===== src/rtl/mult_acc_ctrl.sv =====
// mult_acc_ctrl: accumulates signed products into dot-product results with a valid/ready result hold; define MULT_ACC_SAT_EN for saturating adds (wrapping otherwise)
module mult_acc_ctrl #(
    parameter int WIDTH     = 18,
    parameter int ACC_WIDTH = 48,
    parameter int CNT_WIDTH = 16
) (
    input  logic                 CLK,
    input  logic                 RST,
    input  logic [2*WIDTH-1:0]   IN_PROD,
    input  logic                 IN_VALID,
    input  logic                 IN_LAST,
    output logic                 IN_READY,
    output logic [ACC_WIDTH-1:0] OUT_DATA,
    output logic [CNT_WIDTH-1:0] OUT_COUNT,
    output logic                 OUT_OVF,
    output logic                 OUT_VALID,
    input  logic                 OUT_READY
);
    typedef enum logic {ACC, HOLD} state_t;
    localparam logic [CNT_WIDTH-1:0] CNT_ONE = CNT_WIDTH'(1);
`ifdef MULT_ACC_SAT_EN
    localparam logic [ACC_WIDTH-1:0] ACC_MAX = {1'b0, {(ACC_WIDTH-1){1'b1}}};
    localparam logic [ACC_WIDTH-1:0] ACC_MIN = {1'b1, {(ACC_WIDTH-1){1'b0}}};
`endif

    if (WIDTH != 16 && WIDTH != 18) begin : g_bad_width
        $error("mult_acc_ctrl: WIDTH must be 16 or 18, got %0d", WIDTH);
    end
    if (ACC_WIDTH < 2*WIDTH+1) begin : g_bad_acc_width
        $error("mult_acc_ctrl: ACC_WIDTH must be >= 2*WIDTH+1, got %0d", ACC_WIDTH);
    end

    state_t                 r_state;
    logic [ACC_WIDTH-1:0]   r_acc;
    logic [CNT_WIDTH-1:0]   r_cnt;
    logic                   r_ovf;
    logic [ACC_WIDTH-1:0]   w_ext;
    logic [ACC_WIDTH-1:0]   w_raw;
    logic [ACC_WIDTH-1:0]   w_sum;
    logic [CNT_WIDTH-1:0]   w_cnt;
    logic                   w_vf;
    logic                   w_ovf;
    logic                   w_accept;

    assign IN_READY = (r_state == ACC);
    assign w_accept = IN_VALID & IN_READY;

    // next accumulator value with signed-overflow detection, clamped when saturation is enabled
    always_comb begin
        w_ext = {{(ACC_WIDTH-2*WIDTH){IN_PROD[2*WIDTH-1]}}, IN_PROD};
        w_raw = r_acc + w_ext;
        w_vf  = (r_acc[ACC_WIDTH-1] == w_ext[ACC_WIDTH-1]) && (w_raw[ACC_WIDTH-1] != r_acc[ACC_WIDTH-1]);
`ifdef MULT_ACC_SAT_EN
        w_sum = w_vf ? (r_acc[ACC_WIDTH-1] ? ACC_MIN : ACC_MAX) : w_raw;
`else
        w_sum = w_raw;
`endif
        w_cnt = &r_cnt ? r_cnt : r_cnt + CNT_ONE;
        w_ovf = r_ovf | w_vf;
    end

    // ACC gathers terms until the last one, HOLD presents the registered result until taken
    always_ff @(posedge CLK) begin
        if (RST) begin
            r_state   <= ACC;
            r_acc     <= '0;
            r_cnt     <= '0;
            r_ovf     <= 1'b0;
            OUT_DATA  <= '0;
            OUT_COUNT <= '0;
            OUT_OVF   <= 1'b0;
            OUT_VALID <= 1'b0;
        end else if (r_state == ACC) begin
            if (w_accept && IN_LAST) begin
                OUT_DATA  <= w_sum;
                OUT_COUNT <= w_cnt;
                OUT_OVF   <= w_ovf;
                OUT_VALID <= 1'b1;
                r_state   <= HOLD;
                r_acc     <= '0;
                r_cnt     <= '0;
                r_ovf     <= 1'b0;
            end else if (w_accept) begin
                r_acc <= w_sum;
                r_cnt <= w_cnt;
                r_ovf <= w_ovf;
            end
        end else if (OUT_READY) begin
            OUT_VALID <= 1'b0;
            r_state   <= ACC;
        end
    end
endmodule


===== config.mk =====
export PLATFORM = sky130hd
export DESIGN_NAME = mult_acc_ctrl
export DESIGN_NICKNAME = d
export VERILOG_FILES = /design/src/rtl/mult_acc_ctrl.sv
export SDC_FILE = /design/constraint.sdc
export NUM_CORES = 1
export LEC_CHECK = 0
export ABC_CLOCK_PERIOD_IN_PS = 3200
export BUFFER_PORTS_ARGS = -buffer_cell sky130_fd_sc_hd__buf_2
export CAP_MARGIN = 20
export CORE_MARGIN = 1.5
export CORE_UTILIZATION = 52
export CTS_CLUSTER_DIAMETER = 30
export DETAILED_ROUTE_END_ITERATION = 8
export GPL_ROUTABILITY_DRIVEN = 0
export GPL_TIMING_DRIVEN = 1
export PLACE_DENSITY = 0.77
export SLEW_MARGIN = 20
export SYNTH_ARGS = -nofsm -noshare
export SYNTH_HDL_FRONTEND = slang
export SYNTH_SLANG_ARGS = --single-unit
export TNS_END_PERCENT = 5

===== constraint.sdc =====
create_clock -name CLK -period 3.2 [get_ports CLK]
set_input_delay 0 -clock CLK [delete_from_list [all_inputs] [get_ports CLK]]
set_output_delay 0 -clock CLK [all_outputs]
set_load 0.005 [all_outputs]

==> metrics.md, run 1 <==
| Metric | Value |
|---|---|
| Syn Std Cell Area | `0.00716 sq mm` |
| Post-Syn Instances | `814` |
| Most frequent cells in the layout | `132 x dfxtp_1, 107 x buf_2, 71 x a22o_1` |
| Worst setup EP type | `register` |
| Reg clk slew, reported paths | `0.05 ns` |
| Starting Density | `0.537` |
| Vias/cell | `5.84` |
| Count of different cell masters after synthesis | `63` |
| Wire per inst | `16.2 um` |
| Core ar. | `0.0133 sq mm` |
| Crit Path Category | `reg2reg` |
| Final min period | `3.02 ns` |
| Initial DRC count | `460` |
| Via count | `6458` |
| Clock root buffer | `clkbuf_16` |
| Crit Path Max Fanout | `5` |
| Most used DFF post-synth | `dfxtp_1` |
| CTS HTree Levels | `4` |
| Routed WL | `17900 um` |
| Arrival time worst endpoint | `3.38 ns` |
| # diodes | `0` |
| Clock Tree Buf Depth | `2` |
| Flops & latches, synth | `132` |
| Area of the multi-input gates | `0.00434 sq mm` |
| Setup TNS | `0 ns` |
| First-pass GRT wire length | `29600 um` |
| Placed Instances | `1068` |
| Peak VDD IR | `633 uV` |
| CTS Buf Count | `17` |
| Crit-path slowest cell | `a221o_2` |
| Area grow syn2layout | `20.4%` |
| Asr flop ratio synth | `0` |
| Slew headroom | `0.268` |
| TritonRoute pass-1 iters | `5` |
| Clock skew | `0.0126 ns` |
| Pin count of the biggest net entering global routing | `54` |
| Hpwl dp | `12200 um` |
| GR Util All Layers | `0.252` |
| Sequential area share after synthesis | `0.369` |
| Status | `complete, no violations` |
| Row cnt | `42` |
| Share of layout cells above drive strength 1 | `0.212` |
| Final Slew Violations | `0` |
| Critical path data required time | `3.55 ns` |
| Vias in the first global route | `6180` |
| Initial antenna violation count | `0` |
| Post-synth EDFFs | `0` |
| Delay-heaviest family, CP | `compound AO/OA/AOI/OAI gates` |
| Fillers | `1169` |
| Warnings from Yosys | `0` |
| Register area | `0.00264 sq mm` |
| Setup Viol. Count Final | `0` |
| Slowest stage delay, CP | `0.44 ns` |
| Clock Latency Late Sink | `0.43 ns` |
| Die W | `120 um` |
| Hold Crit Class | `in2reg` |
| # DRC | `0` |
| Total grt overflow | `0` |
| Syn_area_per_cell | `8.80 sq um` |
| Pleak | `0.00387 uW` |
| Die area | `0.0145 sq mm` |
| Pwr Total | `4660 uW` |
| Net Count, Synth | `904` |
| Die height | `120 um` |
| Fmax | `331 MHz` |
| Clock sink count | `132` |
| Slew @ Worst Pin | `1.10 ns` |
| Final Hold Viols | `0` |
| PwrDens | `540 mW/mm^2` |
| Antenna-violating nets left | `0` |
| Commonest non-fill, non-tap cell in the layout | `dfxtp_1` |
| Fin crit share | `0.944` |
| Max-cap viol count | `0` |
| Num ports | `108` |
| Cells along the critical path | `ha_1 -> a21o_1 -> a31oi_2 -> a21boi_2 -> a221o_2 -> a31oi_4 -> o211ai_4 -> nand4b_1 -> and4b_4 -> xor2_2 -> or3_2 -> a31oi_1` |
| Total Nets Final | `1006` |
| Crit start category | `register` |
| Final std cells w/o fill | `1105` |
| IO buf count | `107` |
| CTS tree | `yes` |
| WP buf/inv | `0` |
[power by group]
part	total (uW)	switching, uW	internal, uW
Sequential	1780	50.7	1730
Combinational	825	477	348
Clock	2050	711	1340
[timing repair]
action                                 CTS  global route
setup buffers                            0             2
hold buffers                             3             0
endpoints found under the hold margin    3             0
gates resized for setup                  0             9
setup endpoints to repair                0            18
[routing by layer]
layer  up-vias  track usage  wire [um]
met5         -            0          0
met4         0       0.0890        258
met3        22       0.0533        919
met2       174        0.419       8440
met1      3040        0.324       8230
li1       3222            -          -
[metrics by stage]
step / util / hold WS, ns / area (sq um) / setup WS (ns)
4_1_cts: 0.642 / 0.0349 / 8570 / 0.0638
2_1_floorplan: - / 0.103 / 7160 / 0.173
3_3_place_gp: 0.593 / 0.210 / 7920 / 0.154
5_1_grt: 0.646 / 0.0929 / 8630 / -0.000589
6_report: 0.646 / 0.0574 / 8630 / 0.178
3_5_place_dp: 0.593 / 0.225 / 7920 / 0.0835
[final cells by class]
cell class,count,area share
multi-input combinational,620,0.503
sequential,132,0.306
timing repair buffer,138,0.0899
clock buffer,23,0.0542
tap,176,0.0255
clock inverter,9,0.0175
inverter,7,0.00305
[cells by family (layout without fill, tap and decap cells)]
group / Yosys count / in the layout / synth area share
adders and majority gates: 49 / 49 / 0.0866
AOI/OAI and AO/OA: 299 / 299 / 0.296
muxes: 3 / 3 / 0.00419
xor gates and xnor gates: 57 / 57 / 0.0707
buffers and inverters: 62 / 177 / 0.0334
and+or+nand+nor: 212 / 212 / 0.140
DFF: 132 / 132 / 0.369
[state kept, by name, indices dropped and copies added (netlist names)]
register and count:
OUT_COUNT 16, OUT_DATA 48, OUT_OVF 1, OUT_VALID 1, r_acc 48, r_cnt 16, r_ovf 1, r_state 1
[final timing paths]
check | depth (start not counted) | slack (ns) | from | to
worst min register to register | 2 | 0.45 | OUT_COUNT[8] | OUT_COUNT[8]
worst min-delay path | 3 | 0.06 | IN_PROD[1] | OUT_DATA[1]
worst max register to register | 12 | 0.18 | r_acc[4] | r_acc[47]
worst max-delay path | 12 | 0.18 | r_acc[4] | r_acc[47]
[synthesized netlist by cell type (3+ instances only)]
master      n  area share
a22oi_1    29       0.030
nand3b_1    3      0.0031
or3_1       6      0.0052
a22o_1     71       0.087
nor3_1      8      0.0056
ha_1       48       0.084
xnor2_1    36       0.044
a31o_2      3      0.0037
o21a_1      6      0.0063
mux2i_1     3      0.0042
o21ai_0    49       0.034
clkbuf_1   48       0.025
nor2b_1     8      0.0070
a31oi_1    14       0.012
nand2_1    55       0.029
nand2b_1    7      0.0061
a32oi_1     3      0.0037
and3_1      9      0.0079
a21oi_1    68       0.048
nand4_1    14       0.012
nand3_1    15       0.010
or2_2       3      0.0026
xor2_1     20       0.024
inv_1       7      0.0037
o21bai_1    4      0.0042
a21o_1     25       0.026
buf_2       4      0.0028
nor2_1     72       0.038
dfxtp_1   132        0.37
[worst reg2reg max path, cell delays in order, from the launching register on]
cell and delay [ns]:
dfxtp_1 0.31, ha_1 0.35, a21o_1 0.24, a31oi_2 0.18, a21boi_2 0.10, a221o_2 0.44
a31oi_4 0.19, o211ai_4 0.13, nand4b_1 0.11, and4b_4 0.27, xor2_2 0.07, or3_2 0.41
a31oi_1 0.16
(Power assumes the default switching activity.)
==> run 2: changes to the inputs <==
--- a/config.mk
+++ b/config.mk
@@ -5,16 +5,17 @@
 export SDC_FILE = /design/constraint.sdc
 export NUM_CORES = 1
 export LEC_CHECK = 0
+export ABC_AREA = 1
 export ABC_CLOCK_PERIOD_IN_PS = 3200
 export BUFFER_PORTS_ARGS = -buffer_cell sky130_fd_sc_hd__buf_2
 export CAP_MARGIN = 20
 export CORE_MARGIN = 1.5
-export CORE_UTILIZATION = 52
+export CORE_UTILIZATION = 54
 export CTS_CLUSTER_DIAMETER = 30
 export DETAILED_ROUTE_END_ITERATION = 8
 export GPL_ROUTABILITY_DRIVEN = 0
 export GPL_TIMING_DRIVEN = 1
-export PLACE_DENSITY = 0.77
+export PLACE_DENSITY = 0.78
 export SLEW_MARGIN = 20
 export SYNTH_ARGS = -nofsm -noshare
 export SYNTH_HDL_FRONTEND = slang
==> run 2 against run 1 <==
Compared with the run above:
- utilization fell by 0.19 points
- die area increased by 18%
- combinational power increased by 4.2%
- sequential cell count stayed put
- critical path depth down 1
- clock skew hardly changed
- design area rose by 19%
- via count increased by 45%
- count of clock-buffer cells in the layout shrank 6
- total power grew 1.6%
- routed wire length increased by 40%
- critical path type unchanged
- largest cell class unchanged
==> metrics.md, run 2 <==
| Metric | Value |
|---|---|
| Die W | `131 um` |
| Warnings from Yosys | `0` |
| Most used DFF post-synth | `dfxtp_1` |
| Initial antenna violation count | `0` |
| Die area | `0.0172 sq mm` |
| Num ports | `108` |
| Reg clk slew, reported paths | `0.06 ns` |
| Asr flop ratio synth | `0` |
| Post-cts resize count | `0` |
| Fmax | `391 MHz` |
| Largest registers | `OUT_DATA: 48 flops, r_acc: 48 flops` |
| Sequential area share after synthesis | `0.299` |
| Clock root buffer | `clkbuf_16` |
| Clock sink count | `132` |
| Final std cells w/o fill | `1798` |
| Final Hold Viols | `0` |
| Crit Path Category | `reg2reg` |
| GR Util All Layers | `0.308` |
| Placed Instances | `1760` |
| Slowest stage delay, CP | `0.47 ns` |
| Syn Std Cell Area | `0.00885 sq mm` |
| Combinational Power Share | `0.182` |
| Routed WL | `25000 um` |
| Main combinational cell family by area after synthesis | `simple AND/OR/NAND/NOR gates` |
| Largest cells by area after synthesis | `dfxtp_1 30%, nand2_1 25%, inv_1 9.3%` |
| Post-Synth XOR/XNOR Area | `0.0228` |
| Pleak | `0.00553 uW` |
| Commonest non-fill, non-tap cell in the layout | `nand2_1` |
| Sequential Power Share | `0.374` |
| PwrDens | `461 mW/mm^2` |
| Die height | `131 um` |
| Clock Tree Buf Depth | `2` |
| Net Count, Synth | `1554` |
| Post-synth EDFFs | `0` |
| Critical path data required time | `3.48 ns` |
| Crit-path slowest cell | `fa_1` |
| First-pass GRT wire length | `41300 um` |
| Total grt overflow | `0` |
| CTS tree | `yes` |
| Syn_area_per_cell | `6.04 sq um` |
| Count leader, synth | `nand2_1` |
| Synth cell count leaders | `587 x nand2_1, 220 x inv_1, 132 x dfxtp_1` |
| Arrival time worst endpoint | `2.83 ns` |
| Antenna-violating nets left | `0` |
| Dpl cell area | `0.00960 sq mm` |
| Flops & latches, synth | `132` |
| Pin count of the biggest net entering global routing | `68` |
| Row cnt | `46` |
| Finished Cell Area | `0.0103 sq mm` |
| Hpwl dp | `18400 um` |
| Clock power frac | `0.445` |
| IO buf count | `107` |
| Share of layout cells above drive strength 1 | `0.116` |
| Setup TNS | `0 ns` |
| Adder and majority gate portion of the synthesized area | `0.0701` |
| Max-cap viol count | `0` |
| Final core utilization | `0.645` |
| Setup Viol. Count Final | `0` |
| Cells along the critical path | `ha_1 -> fa_1 -> nand3_1 -> nand3_1 -> nand2_1 -> nand2_1 -> nand2_1 -> nand3_1 -> or2_2 -> nand3_1 -> a21oi_1` |
| Post-CTS Repair Setup Buffers | `0` |
| CTS Buf Count | `17` |
| Via count | `9360` |
| Sw frac | `0.310` |
| Starting Density | `0.555` |
| Core ar. | `0.0159 sq mm` |
| TritonRoute pass-1 iters | `5` |
| Crit start category | `register` |
| Most frequent CP cell | `nand3_1` |
| Vias/cell | `5.21` |
| Vias in the first global route | `8791` |
| Most area-hungry cell type in the Yosys netlist | `dfxtp_1` |
| # DRC | `0` |
| Crit Path Max Fanout | `4` |
| Total internal power | `3270 uW` |
| Most frequent cells in the layout | `586 x nand2_1, 219 x inv_1, 132 x dfxtp_1` |
| Final Slew Violations | `0` |
| Area grow syn2layout | `16.2%` |
| Share of the synthesized area in the top cell type | `0.299` |
| Multiplexer share of the synthesized area | `0` |
| Status | `complete, no violations` |
| Synth Area in Compound Gates | `0.0984` |
| Slew headroom | `0.345` |
| Sw Pwr | `1470 uW` |
| Wire per inst | `13.9 um` |
| Unrepaired setup endpoints after global routing | `no` |
| Synth Area in Simple Gates | `0.399` |
| Final min period | `2.56 ns` |
| Slew @ Worst Pin | `0.980 ns` |
| Clock Latency Late Sink | `0.45 ns` |
| Clock skew | `0.0129 ns` |
| Final Hold Slack | `0.0884 ns` |
| Total Nets Final | `1659` |
| Post-Syn Instances | `1464` |
| Count of different cell masters after synthesis | `38` |
| Peak VDD IR | `509 uV` |
| Worst setup EP type | `register` |
| Hold Crit Class | `in2reg` |
| Initial DRC count | `680` |
| Fin crit share | `0.798` |
| CTS HTree Levels | `4` |
| # diodes | `0` |
run 2: power groups by stage:
| stage | clock [uW] | sequential (uW) | combinational [uW] |
|---|---|---|---|
| after global placement | 0 | 1800 | 823 |
| final | 2100 | 1770 | 860 |
| after global routing | 2180 | 1780 | 968 |
| after detailed placement | 0 | 1800 | 834 |
| after floorplan | 0 | 1800 | 581 |
| after CTS | 2110 | 1770 | 849 |
run 2: cell families after synthesis:
group | count (synthesis)
adders and majority gates | 49
buffers and inverters | 261
AOI/OAI and AO/OA | 152
xor gates and xnor gates | 23
DFF | 132
and+or+nand+nor | 847
run 2: final cells by class:
class / instances / area, sq um
Tap cell: 216 / 270
Sequential cell: 132 / 2640
Multi-Input combinational cell: 1071 / 5240
Clock buffer: 17 / 425
Inverter: 228 / 856
Clock inverter: 15 / 193
Fill cell: 1542 / 5670
Timing Repair Buffer: 119 / 653
run 2: stage by stage:
stage	total power [uW]	worst slack (ns)
finish	4730	0.645
global route	4920	0.511
CTS	4720	0.697
detailed placement	2640	0.791
global placement	2620	0.852
floorplan	2380	1.20
run 2: final timing paths:
check | start | end | cells past startpoint | slack [ns]
max | r_acc[0] | r_acc[24] | 11 | 0.64
min | IN_PROD[1] | OUT_DATA[1] | 3 | 0.09
max reg2reg | r_acc[0] | r_acc[24] | 11 | 0.64
min reg2reg | OUT_DATA[32] | OUT_DATA[32] | 2 | 0.45
run 2: metal layers:
metal	vias up	GRT usage	share of wire
li1	4788	-	-
met4	0	0.144	0.039
met2	310	0.496	0.44
met3	68	0.0656	0.076
met5	-	0	0
met1	4194	0.393	0.45
run 2: worst max-delay path: cells and delay by family (launching register included):
| family | cells | cell delay [ns] |
|---|---|---|
| simple gates | 8 | 1.31 |
| fa+ha+maj | 2 | 0.68 |
| flops | 1 | 0.31 |
| compound gates | 1 | 0.09 |
run 2: repair_timing:
item,CTS,global route
endpoints found under the hold margin,13,0
setup endpoints to repair,0,0
hold buffers,6,0
